<file path="src/rtl/a_pipe_play_trce.sv">
// Trace replay pipeline: buffers host-written {user-clock, signal} samples in a
// small FIFO and plays them back through a programmable 0..14 stage delay line
// so replayed stimulus lines up with the capture pipeline's latency.
module a_pipe_play_trce #(
    parameter int SIG_W     = 1,
    parameter int DEPTH     = 16,
    parameter int PRIME_LVL = 4
) (
    input  logic                     clk_ref,
    input  logic                     rst_n,
    input  logic [3:0]               nbr_pipe,
    input  logic                     wr_en_i,
    input  logic                     wr_clk_i,
    input  logic [SIG_W-1:0]         wr_sig_i,
    input  logic                     runverif_i,
    output logic                     full_o,
    output logic [$clog2(DEPTH):0]   level_o,
    output logic                     clk_user_o,
    output logic [SIG_W-1:0]         signal_o,
    output logic                     runpipe_o,
    output logic                     underrun_o,
    output logic                     overflow_o
);

    localparam int AW = $clog2(DEPTH);
    localparam int EW = SIG_W + 1;   // {clk, sig}
    localparam int NS = 14;          // registered stages behind the insert point

    typedef enum logic [1:0] {IDLE, PRIME, PLAY, STOP} state_t;

    state_t           state_q, state_d;
    logic             run_q;
    logic [AW-1:0]    wr_ptr_q, wr_ptr_d, rd_ptr_q, rd_ptr_d;
    logic [AW:0]      level_q, level_d;
    logic             full_q, full_d;
    logic [EW-1:0]    mem_q [DEPTH];
    logic [EW-1:0]    last_q, last_d;
    logic [3:0]       dly_q, dly_d;
    logic             underrun_q, underrun_d, overflow_q, overflow_d;
    logic [EW:0]      stg_q [NS];
    logic [EW:0]      stg_d [NS];
    logic [EW:0]      taps [16];
    logic [EW:0]      ins;
    logic [EW:0]      out_q, out_d;

    logic run_rise, run_fall, wr_acc, pop, start_run, set_underrun;

    assign run_rise = ~run_q & runverif_i;
    assign run_fall = run_q & ~runverif_i;
    assign wr_acc   = wr_en_i & ~full_q;

    // State register and all pipeline/FIFO flops
    always_ff @(posedge clk_ref or negedge rst_n) begin
        if (!rst_n) begin
            state_q    <= IDLE;
            run_q      <= 1'b0;
            wr_ptr_q   <= '0;
            rd_ptr_q   <= '0;
            level_q    <= '0;
            full_q     <= 1'b0;
            last_q     <= '0;
            dly_q      <= '0;
            underrun_q <= 1'b0;
            overflow_q <= 1'b0;
            out_q      <= '0;
            for (int unsigned i = 0; i < NS; i++) stg_q[i] <= '0;
        end else begin
            state_q    <= state_d;
            run_q      <= runverif_i;
            wr_ptr_q   <= wr_ptr_d;
            rd_ptr_q   <= rd_ptr_d;
            level_q    <= level_d;
            full_q     <= full_d;
            last_q     <= last_d;
            dly_q      <= dly_d;
            underrun_q <= underrun_d;
            overflow_q <= overflow_d;
            out_q      <= out_d;
            for (int unsigned i = 0; i < NS; i++) stg_q[i] <= stg_d[i];
        end
    end

    // FIFO storage; contents need no reset since pointers define validity
    always_ff @(posedge clk_ref) begin
        if (wr_acc) mem_q[wr_ptr_q] <= {wr_clk_i, wr_sig_i};
    end

    // Next-state logic
    always_comb begin
        state_d = state_q;
        unique case (state_q)
            IDLE:  if (run_rise) state_d = PRIME;
            PRIME: begin
                if (run_fall)                              state_d = STOP;
                else if (level_q >= (AW+1)'(PRIME_LVL))    state_d = PLAY;
            end
            PLAY:  if (run_fall) state_d = STOP;
            STOP:  state_d = IDLE;
            default: state_d = IDLE;
        endcase
    end

    // FSM outputs: pop request, run start and underrun detection
    always_comb begin
        pop          = 1'b0;
        start_run    = 1'b0;
        set_underrun = 1'b0;
        unique case (state_q)
            IDLE: start_run = run_rise;
            PLAY: begin
                if (!run_fall) begin
                    pop          = (level_q != '0);
                    set_underrun = (level_q == '0);
                end
            end
            default: ;
        endcase
    end

    // FIFO pointers, level, flags and delay-select latch
    always_comb begin
        wr_ptr_d   = wr_acc ? wr_ptr_q + AW'(1) : wr_ptr_q;
        rd_ptr_d   = pop ? rd_ptr_q + AW'(1) : rd_ptr_q;
        level_d    = level_q;
        unique case ({wr_acc, pop})
            2'b10:   level_d = level_q + (AW+1)'(1);
            2'b01:   level_d = level_q - (AW+1)'(1);
            default: ;
        endcase
        full_d     = (level_d == (AW+1)'(DEPTH));
        last_d     = pop ? mem_q[rd_ptr_q] : last_q;
        dly_d      = start_run ? nbr_pipe : dly_q;
        underrun_d = underrun_q;
        overflow_d = overflow_q;
        if (start_run) begin
            underrun_d = 1'b0;
            overflow_d = 1'b0;
        end
        if (set_underrun)          underrun_d = 1'b1;
        if (wr_en_i && full_q)     overflow_d = 1'b1;
    end

    // Delay line: the insert point acts as stage 0 feeding the output register
    // directly, so one output flop plus 14 stages gives t+1+dly latency.
    // Tap 15 is constant zero, which disables the outputs when selected.
    always_comb begin
        ins = pop ? {1'b1, mem_q[rd_ptr_q]} : {1'b0, last_q};
        stg_d[0] = ins;
        for (int unsigned i = 1; i < NS; i++) stg_d[i] = stg_q[i-1];
        taps[0] = ins;
        for (int unsigned i = 1; i < 15; i++) taps[i] = stg_q[i-1];
        taps[15] = '0;
        out_d = taps[dly_q];
    end

    assign full_o     = full_q;
    assign level_o    = level_q;
    assign runpipe_o  = out_q[EW];
    assign clk_user_o = out_q[EW-1];
    assign signal_o   = out_q[SIG_W-1:0];
    assign underrun_o = underrun_q;
    assign overflow_o = overflow_q;

endmodule
</file>
<file path="config.mk">
export PLATFORM = sky130hd
export DESIGN_NAME = a_pipe_play_trce
export DESIGN_NICKNAME = d
export VERILOG_FILES = /design/src/rtl/a_pipe_play_trce.sv
export SDC_FILE = /design/constraint.sdc
export NUM_CORES = 1
export LEC_CHECK = 0
export ABC_AREA = 0
export CAP_MARGIN = 20
export CORE_MARGIN = 10
export CORE_UTILIZATION = 50
export CTS_CLUSTER_SIZE = 14
export DETAILED_ROUTE_END_ITERATION = 10
export DONT_BUFFER_PORTS = 1
export MAX_ROUTING_LAYER = met4
export PLACE_DENSITY_LB_ADDON = 0.2
export REMOVE_ABC_BUFFERS = 1
export SYNTH_ARGS = -nofsm -noshare
export SYNTH_HDL_FRONTEND = slang
export SYNTH_SLANG_ARGS = --single-unit
</file>
<file path="constraint.sdc">
create_clock -name clk_ref -period 3.4 [get_ports clk_ref]
set_input_delay 0.68 -clock clk_ref [delete_from_list [all_inputs] [get_ports clk_ref]]
set_output_delay 0.68 -clock clk_ref [all_outputs]
set_load 0.01 [all_outputs]
</file>
Word level (Yosys, flattened, before mapping)
Memory sizes are Yosys's and may differ from the RTL's.
Cells that the tools add are included.
{"block": "totals", "ff_bits": 70, "ram_bits": 32, "input_bits": 10, "out_inout_bits": 11, "elab_cells": 75, "memories": 1}
{"memory": "mem_q", "words": 16, "word_bits": 2, "read_ports": 1, "rd_ports_with_merged_regs": 0, "wr": 1, "line": "36", "rtl": "logic [EW-1:0] mem_q [DEPTH];"}
{"block": "op_classes", "add_sub_neg": 4, "order_cmp": 2, "n_eq_ne": 9, "muxes": 20, "bitwise_logic": 7, "n_reduce_logical": 7}
{"op": "$bmux 3 s4", "count": 1}
{"op": "$mux 1", "count": 10}
{"op": "$pmux 5 s2", "count": 1}
{"op": "$mux 3", "count": 3}
{"op": "$add 4x1->4 const B", "count": 2}
{"op": "$mux 2", "count": 4}
{"op": "$pmux 2 s4", "count": 1}
{"op": "$eq 2x2->1 const B", "count": 3}
{"op": "$add 5x1->5 const B", "count": 1}
{"op": "$eq 5x5->1 const B", "count": 1}
{"op": "$ge 5x3->1 const B", "count": 1}
{"op": "$ge 5x5->1 const B", "count": 1}
{"op": "$logic_not 5->1", "count": 1}
{"op": "$not 4->5", "count": 1}
{"op": "$reduce_bool 5->1", "count": 1}
{"op": "$sub 5x1->5 const B", "count": 1}
{"op": "$eq 2x1->1 const B", "count": 2}
{"op": "$ne 2x2->1 const B", "count": 2}
{"op": "$reduce_bool 2->1", "count": 2}
{"op": "$and 1x1->1", "count": 3}
{"op": "$ne 3x3->1 const B", "count": 1}
{"op": "$not 1->1", "count": 3}
{"op": "$reduce_and 3->1", "count": 1}
{"op": "$logic_not 2->1", "count": 1}
{"op": "$logic_and 1x1->1", "count": 1}

Depth between registers and ports, before layout
Gate-level depths: netlist of run 1.
{"block": "depth", "ltp_word": 8, "ltp_mapped": 13, "depth_no_buf": 12}

Worst setup path after synthesis of run 1
Ideal clock, no wire load.
{"block": "synth_timing", "path_kind": "register to register", "from": "reg level_q[2], in the netlist level_o[2]", "to": "reg full_q, in the netlist full_o", "setup_ns": 0.100, "arrival_time_ns": 2.894, "required_ns": 3.300, "setup_slack_ns": 0.406, "path_stages_with_launch": 13, "path_buffers": 2, "period_less_slack_ns": 2.994, "cell_sequence": "dfrtp_1 > clkbuf_1 > nor4_4 > a211oi_4 > ha_1 > clkbuf_1 > xor2_1 > ha_1 > a21o_1 > a22oi_1 > o211a_1 > nor3_1 > nor4bb_1"}
{"block": "synth_via", "elab_chain_len": 6, "word_cells_on_any_way": 9, "classes_between": "2 x add/sub; 3 x eq/ne; 3 x mux; 1 x reduce/logical"}
{"element": "start: declaration", "line": "34", "rtl": "logic [AW:0] level_q, level_d;"}
{"element": "start signal: assignment", "line": "72", "rtl": "level_q <= level_d;"}
{"element": "$reduce_bool 5->1", "line": "112", "rtl": "pop = (level_q != '0);"}
{"element": "$mux 1", "line": "111", "rtl": "if (!run_fall) begin"}
{"element": "$mux 1", "line": "108", "rtl": "unique case (state_q)"}
{"element": "$eq 2x1->1 or $eq 2x2->1 (tied branches)", "line": "125", "rtl": "unique case ({wr_acc, pop})"}
{"element": "$pmux 5 s2 (*)", "line": "125"}
{"element": "net level_d[4]", "line": "34"}
{"element": "$eq 5x5->1 (*)", "line": "130", "rtl": "full_d = (level_d == (AW+1)'(DEPTH));"}
{"element": "net full_d", "line": "35", "rtl": "logic full_q, full_d;"}
{"element": "end signal: assignment", "line": "73", "rtl": "full_q <= full_d;"}
{"element": "end: declaration", "line": "35"}
The timed path passes the listed nets; every way through them passes the cells marked *.
A chain may end at the register's enable or synchronous reset.

Worst setup path in the final report of run 1
Ends and elaborated chain as after synthesis.

==> qor.txt, run 1 <==
Place WS = 428 ps
Sinks on Clock Net = 102
area of the multi-input gates = 0.00139 mm2
# H-tree levels = 3
number of enable flip-flop cells after synthesis = 32
Vias per Instance = 5.64
largest net degree at the start of global routing = 54
mean area per synthesized cell = 15.7 um2
max-slew violations = 0
post-route ant nets = 0
ys async rst share = 0.686
origin of the worst setup path = level_o[2]$_DFF_PN0_
Hold WC Path Type = input pin to async pin
Crit. End Element = flop
Synth area leader = dfrtp_1
commonest non-fill, non-tap cell in the layout = dfrtp_1
Comb power frac = 0.297
Top Ports = 21
Synth Instances = 267
Crit Path Max Fanout = 10
# nets final = 290
post-DP HPWL = 4.57 mm
Final period util = 0.848
PortBufs = 0
routed vias = 2142
Num CTS Buffers = 9
Synth cell types = 42
peak supply drop = 0.417 mV
worst r2r src = level_o[2]$_DFF_PN0_
drt first pass iters = 4
RSZ-0062 raised after global routing = no
Req. time, crit path = 3660 ps
vias in the first global route = 2307
PwrDens = 917 mW/mm2
placed cell areas = 0.00428 mm2
Root Buffer = clkbuf_8
max-cap violations = 0
Int Power = 0.00270 W
P_sw = 0.00143 W
worst reg2reg endpoint = full_o$_DFF_PN0_
Avg WL per Cell = 18.0 um
CTS tree = done
Static Leak = 1.81 nW
Fillers = 664
Setup CP Type = flop to flop
Post-Route WL = 6.86 mm
synthesized flop and latch total = 102
die footprint = 0.0124 mm2
top-area cell type share of the netlist area = 0.419
most frequent cells in the layout = dfrtp_1 (70), edfxtp_1 (32), mux4_2 (16), and2_1 (16)
Critical Path End = full_o$_DFF_PN0_
Worst Reg2Reg Path Length in Cells = 10
status = finished, final reports clean
Die Width = 111 um
Starting DRT DRC Count = 112
switching power share of the total = 0.346
GRT Resource Usage Total = 0.118
die height = 111 um
register area = 0.00271 mm2
PnR worst setup slack = 516 ps
Rel. slew slack = 0.457
clock buffer depth = 2
reg2reg setup slack = 520 ps
Layout area overhead = 7.51%
Arr. time, crit path = 3150 ps
Layout Skew = 15.4 ps
register area share after synthesis = 0.648
first-pass GRT wire length = 11.6 mm
fin area = 0.00450 mm2
Clock Latency Late Sink = 360 ps
DRC Markers = 0
Clk pwr share = 0.168
Starting Density = 0.512
row count = 33
Sequential Power Share = 0.535
setup_tns = 0 ps
share of cells above drive strength 1 = 0.179
top cells by area, synth = dfrtp_1 (42%), edfxtp_1 (23%), mux4_2 (8.6%)
Hold Fails Final Rpt = 0
measured slew at the worst slew-check pin = 815 ps
routability cong. = 0.761
# setup viols final = 0
Ys Warns = 0
Cell Area, Synth = 0.00418 mm2
total gr overflow = 0
startpoint types = flop
clock transition at the registers of the reported paths = 90 ps
core area = 0.00818 mm2
Max Clock Freq = 0.347 GHz
initial antenna violation count = 1
min cycle time layout = 2880 ps
Main synth FF type = dfrtp_1
[metrics by stage]
step                power (W)  hold WS [ps]  cells   util
floorplan             0.00309           349    254      -
global placement      0.00342           353    361  0.523
detailed placement    0.00345           358    361  0.523
CTS                   0.00419           169    379  0.550
global route          0.00442           163    380  0.550
finish                0.00412           162    380  0.550
[final cells by class]
class,instances,area share
Clock buffer,10,0.0284
Multi-Input combinational cell,144,0.309
Clock inverter,6,0.0117
Inverter,8,0.00668
Sequential cell,102,0.603
Timing Repair Buffer,4,0.0117
Antenna cell,1,0.000556
Tap cell,105,0.0292
[cell usage after synthesis, drive strengths merged, types with 3 or more instances]
cell type / instances
clkbuf: 8
nand3b: 5
o21ai: 6
inv: 8
mux2i: 9
mux2: 11
ha: 11
dfrtp: 70
xor2: 5
xnor2: 6
and2: 16
nor2b: 4
nor2: 7
nor3: 3
nor3b: 3
edfxtp: 32
buf: 5
a221oi: 4
nand2: 6
a21o: 5
mux4: 16
[critical path, stage by stage, from the launching register on]
cell and delay, ps:
dfrtp_1 630, nor4_4 80, a211oi_4 260, ha_1 390, xor2_1 180, ha_1 240, a21o_1 140, a22oi_1 90
o211a_1 240, nor3_1 240, nor4bb_1 290
[state kept, by name, summed over array words and instances, names as in the netlist]
register    cells
level_o         5
overflow_o      1
stg_d          39
out_q           3
stg_q           3
run_q           1
state_q         2
dly_q           4
last_q          2
mem_q          32
underrun_o      1
wr_ptr_q        4
rd_ptr_q        4
full_o          1
[per-layer routing]
layer	global-route usage	up-vias	part of all wire
li1	-	988	-
met1	0.146	1104	0.46
met2	0.176	41	0.47
met3	0.0488	9	0.059
met4	0.0334	0	0.012
met5	-	-	0
[worst min-delay path by stage]
| stage | from | endpoint | cells after the start |
|---|---|---|---|
| floorplan | stg_d[30]$_DFF_PN0_ | stg_d[27]$_DFF_PN0_ | 0 |
| global placement | stg_d[34]$_DFF_PN0_ | stg_d[31]$_DFF_PN0_ | 0 |
| detailed placement | stg_d[18]$_DFF_PN0_ | stg_d[15]$_DFF_PN0_ | 0 |
| CTS | rst_n | stg_d[21]$_DFF_PN0_ | 1 |
| global route | rst_n | rd_ptr_q[2]$_DFFE_PN0N_ | 1 |
| finish | rst_n | rd_ptr_q[2]$_DFFE_PN0N_ | 1 |
[power by group through the flow]
stage	sequential, W	clock [W]	combinational, W
2_1_floorplan	0.00209	0	0.00101
3_3_place_gp	0.00223	0	0.00119
3_5_place_dp	0.00224	0	0.00121
4_1_cts	0.00222	0.000721	0.00124
5_1_grt	0.00230	0.000768	0.00135
6_report	0.00221	0.000691	0.00123
[kinds of logic after synthesis]
kind of cell	count (synthesis)	synth area share
AND/OR/NAND/NOR	54	0.0795
flip-flops	102	0.648
multiplexers	36	0.137
AO/OA/AOI/OAI	32	0.0592
buffers and inverters	21	0.0197
XOR/XNOR	11	0.0230
adder cells (fa/ha/maj)	11	0.0329
[timing repair]
item                                   in CTS  in global routing
gates resized for setup                     0                  0
buffers inserted                            0                  0
hold buffers                                2                  0
endpoints found under the hold margin      53                  0
No activity file was read; power rests on OpenSTA's default activity.
==> inputs of run 2 (changes only) <==
- clock period: 3.4 -> 2.8 ns (I/O delays scaled with it)
==> run 2 against run 1 <==
  * Via count up 1.3%
  * Clock power up 20%
  * Sequential power up 17%
  * Combinational power up 36%
  * Critical endpoint unchanged
  * Largest cell class unchanged
==> qor.txt, run 2 (synthesis gave the netlist of run 1 again) <==
CP max stage delay = 420 ps
row count = 33
post-DP HPWL = 4.71 mm
Rel. slew slack = 0.456
placed cell areas = 0.00434 mm2
crit-path cells = inv_1 -> ha_1 -> inv_1 -> a211oi_4 -> ha_2 -> xor2_1 -> ha_2 -> a21o_1 -> a22oi_1 -> o211a_1 -> nor3_2 -> nor4bb_2
Final period util = 0.921
Post-Route WL = 7.01 mm
placed cells = 369
Fillers = 664
largest net degree at the start of global routing = 71
crit-path leading delay family = compound AO/OA/AOI/OAI gates
min cycle time layout = 2580 ps
# nets final = 297
routed vias = 2169
Layout Skew = 11.5 ps
Non-Filler Instances = 387
Vias per Instance = 5.60
hold_ws = 71.6 ps
Clock Latency Late Sink = 360 ps
Static Leak = 1.85 nW
fin util = 0.557
clock buffer depth = 2
Starting DRT DRC Count = 102
Hold WC Path Type = input pin to async pin
Die Width = 111 um
post-route ant nets = 0
first-pass GRT wire length = 12.1 mm
setup_tns = 0 ps
vias in the first global route = 2324
Setup Fix Bufs, Post-CTS = 0
Top Ports = 21
status = finished, final reports clean
routability cong. = 0.777
Crit. End Element = flop
initial antenna violation count = 1
most frequent cells in the layout = dfrtp_1 (70), edfxtp_1 (32), mux4_2 (16), and2_1 (16), mux2_2 (11)
PwrDens = 1120 mW/mm2
share of cells above drive strength 1 = 0.210
Crit Path Max Fanout = 4
die height = 111 um
RSZ-0062 raised after global routing = no
# H-tree levels = 3
register area = 0.00271 mm2
max reg flops = 39
max-slew violations = 0
peak supply drop = 0.585 mV
Max Clock Freq = 0.388 GHz
clock transition at the registers of the reported paths = 100 ps
Arr. time, crit path = 2840 ps
Starting Density = 0.512
PortBufs = 0
measured slew at the worst slew-check pin = 815 ps
DRC Markers = 0
total gr overflow = 0
Layout area overhead = 8.91%
Setup CP Type = flop to flop
Root Buffer = clkbuf_8
startpoint types = flop
die footprint = 0.0124 mm2
# setup viols final = 0
CP Buf/Inv Count = 2
core area = 0.00818 mm2
Num CTS Buffers = 9
area of the multi-input gates = 0.00141 mm2
Sinks on Clock Net = 102
Hold Fails Final Rpt = 0
GRT Resource Usage Total = 0.123
Avg WL per Cell = 18.1 um
Req. time, crit path = 3060 ps
Max stage delay cell, worst path = dfrtp_1
commonest non-fill, non-tap cell in the layout = dfrtp_1
drt first pass iters = 5
max-cap violations = 0
CTS tree = done
fin area = 0.00456 mm2
==> run 2: changes by cell type in the layout (fill, tap and decap cells not counted), sizes merged <==
cell	previous run	this run
dlygate4sd3	1	0
buf	3	11
inv	11	10
clkinvlp	2	0
clkinv	1	5
clkbuf	10	9
==> run 2: report_power, final <==
| part | internal [W] | switching (W) |
|---|---|---|
| registers | 0.00208 | 0.000519 |
| logic | 0.000934 | 0.000738 |
| clock network | 0.000327 | 0.000503 |
==> run 2: worst paths after layout <==
| kind | slack, ps | end | cells after the start | startpoint |
|---|---|---|---|---|
| max | 220 | full_o$_DFF_PN0_ | 12 | state_q[0]$_DFFE_PN0P_ |
| min | 70 | stg_d[2]$_DFF_PN0_ | 1 | rst_n |
| max reg2reg | 220 | full_o$_DFF_PN0_ | 12 | state_q[0]$_DFFE_PN0P_ |
| min reg2reg | 370 | stg_d[20]$_DFF_PN0_ | 0 | stg_d[23]$_DFF_PN0_ |
| max in group asynchronous | 2450 | dly_q[2]$_DFFE_PN0P_ | 1 | rst_n |
| min in group clk_ref | 220 | run_q$_DFF_PN0_ | 0 | runverif_i |
==> run 2: what timing repair did <==
item                                   in CTS  in global routing
gates resized for setup                     0                  4
setup endpoints to repair                   0                  1
endpoints found under the hold margin      70                  0
hold buffers                                1                  0
==> run 2: per-layer routing <==
metal / vias up / share of wire / track usage
met2: 46 / 0.47 / 0.179
met5: - / 0 / -
met3: 13 / 0.057 / 0.0435
li1: 999 / - / -
met1: 1111 / 0.46 / 0.154
met4: 0 / 0.017 / 0.0463
==> run 2: layout make-up <==
class,count,area share
Sequential cell,102,0.595
Multi-Input combinational cell,144,0.308
Tap cell,105,0.0288
Clock buffer,9,0.0272
Timing Repair Buffer,11,0.0225
Clock inverter,7,0.0107
Inverter,8,0.00659
Antenna cell,1,0.000549
==> run 2: stage by stage <==
stage                     worst slack, ps  total power [W]
after floorplan                      53.4          0.00376
after global placement                305          0.00422
after detailed placement              180          0.00426
after CTS                             132          0.00514
after global routing                 5.32          0.00547
final                                 222          0.00510
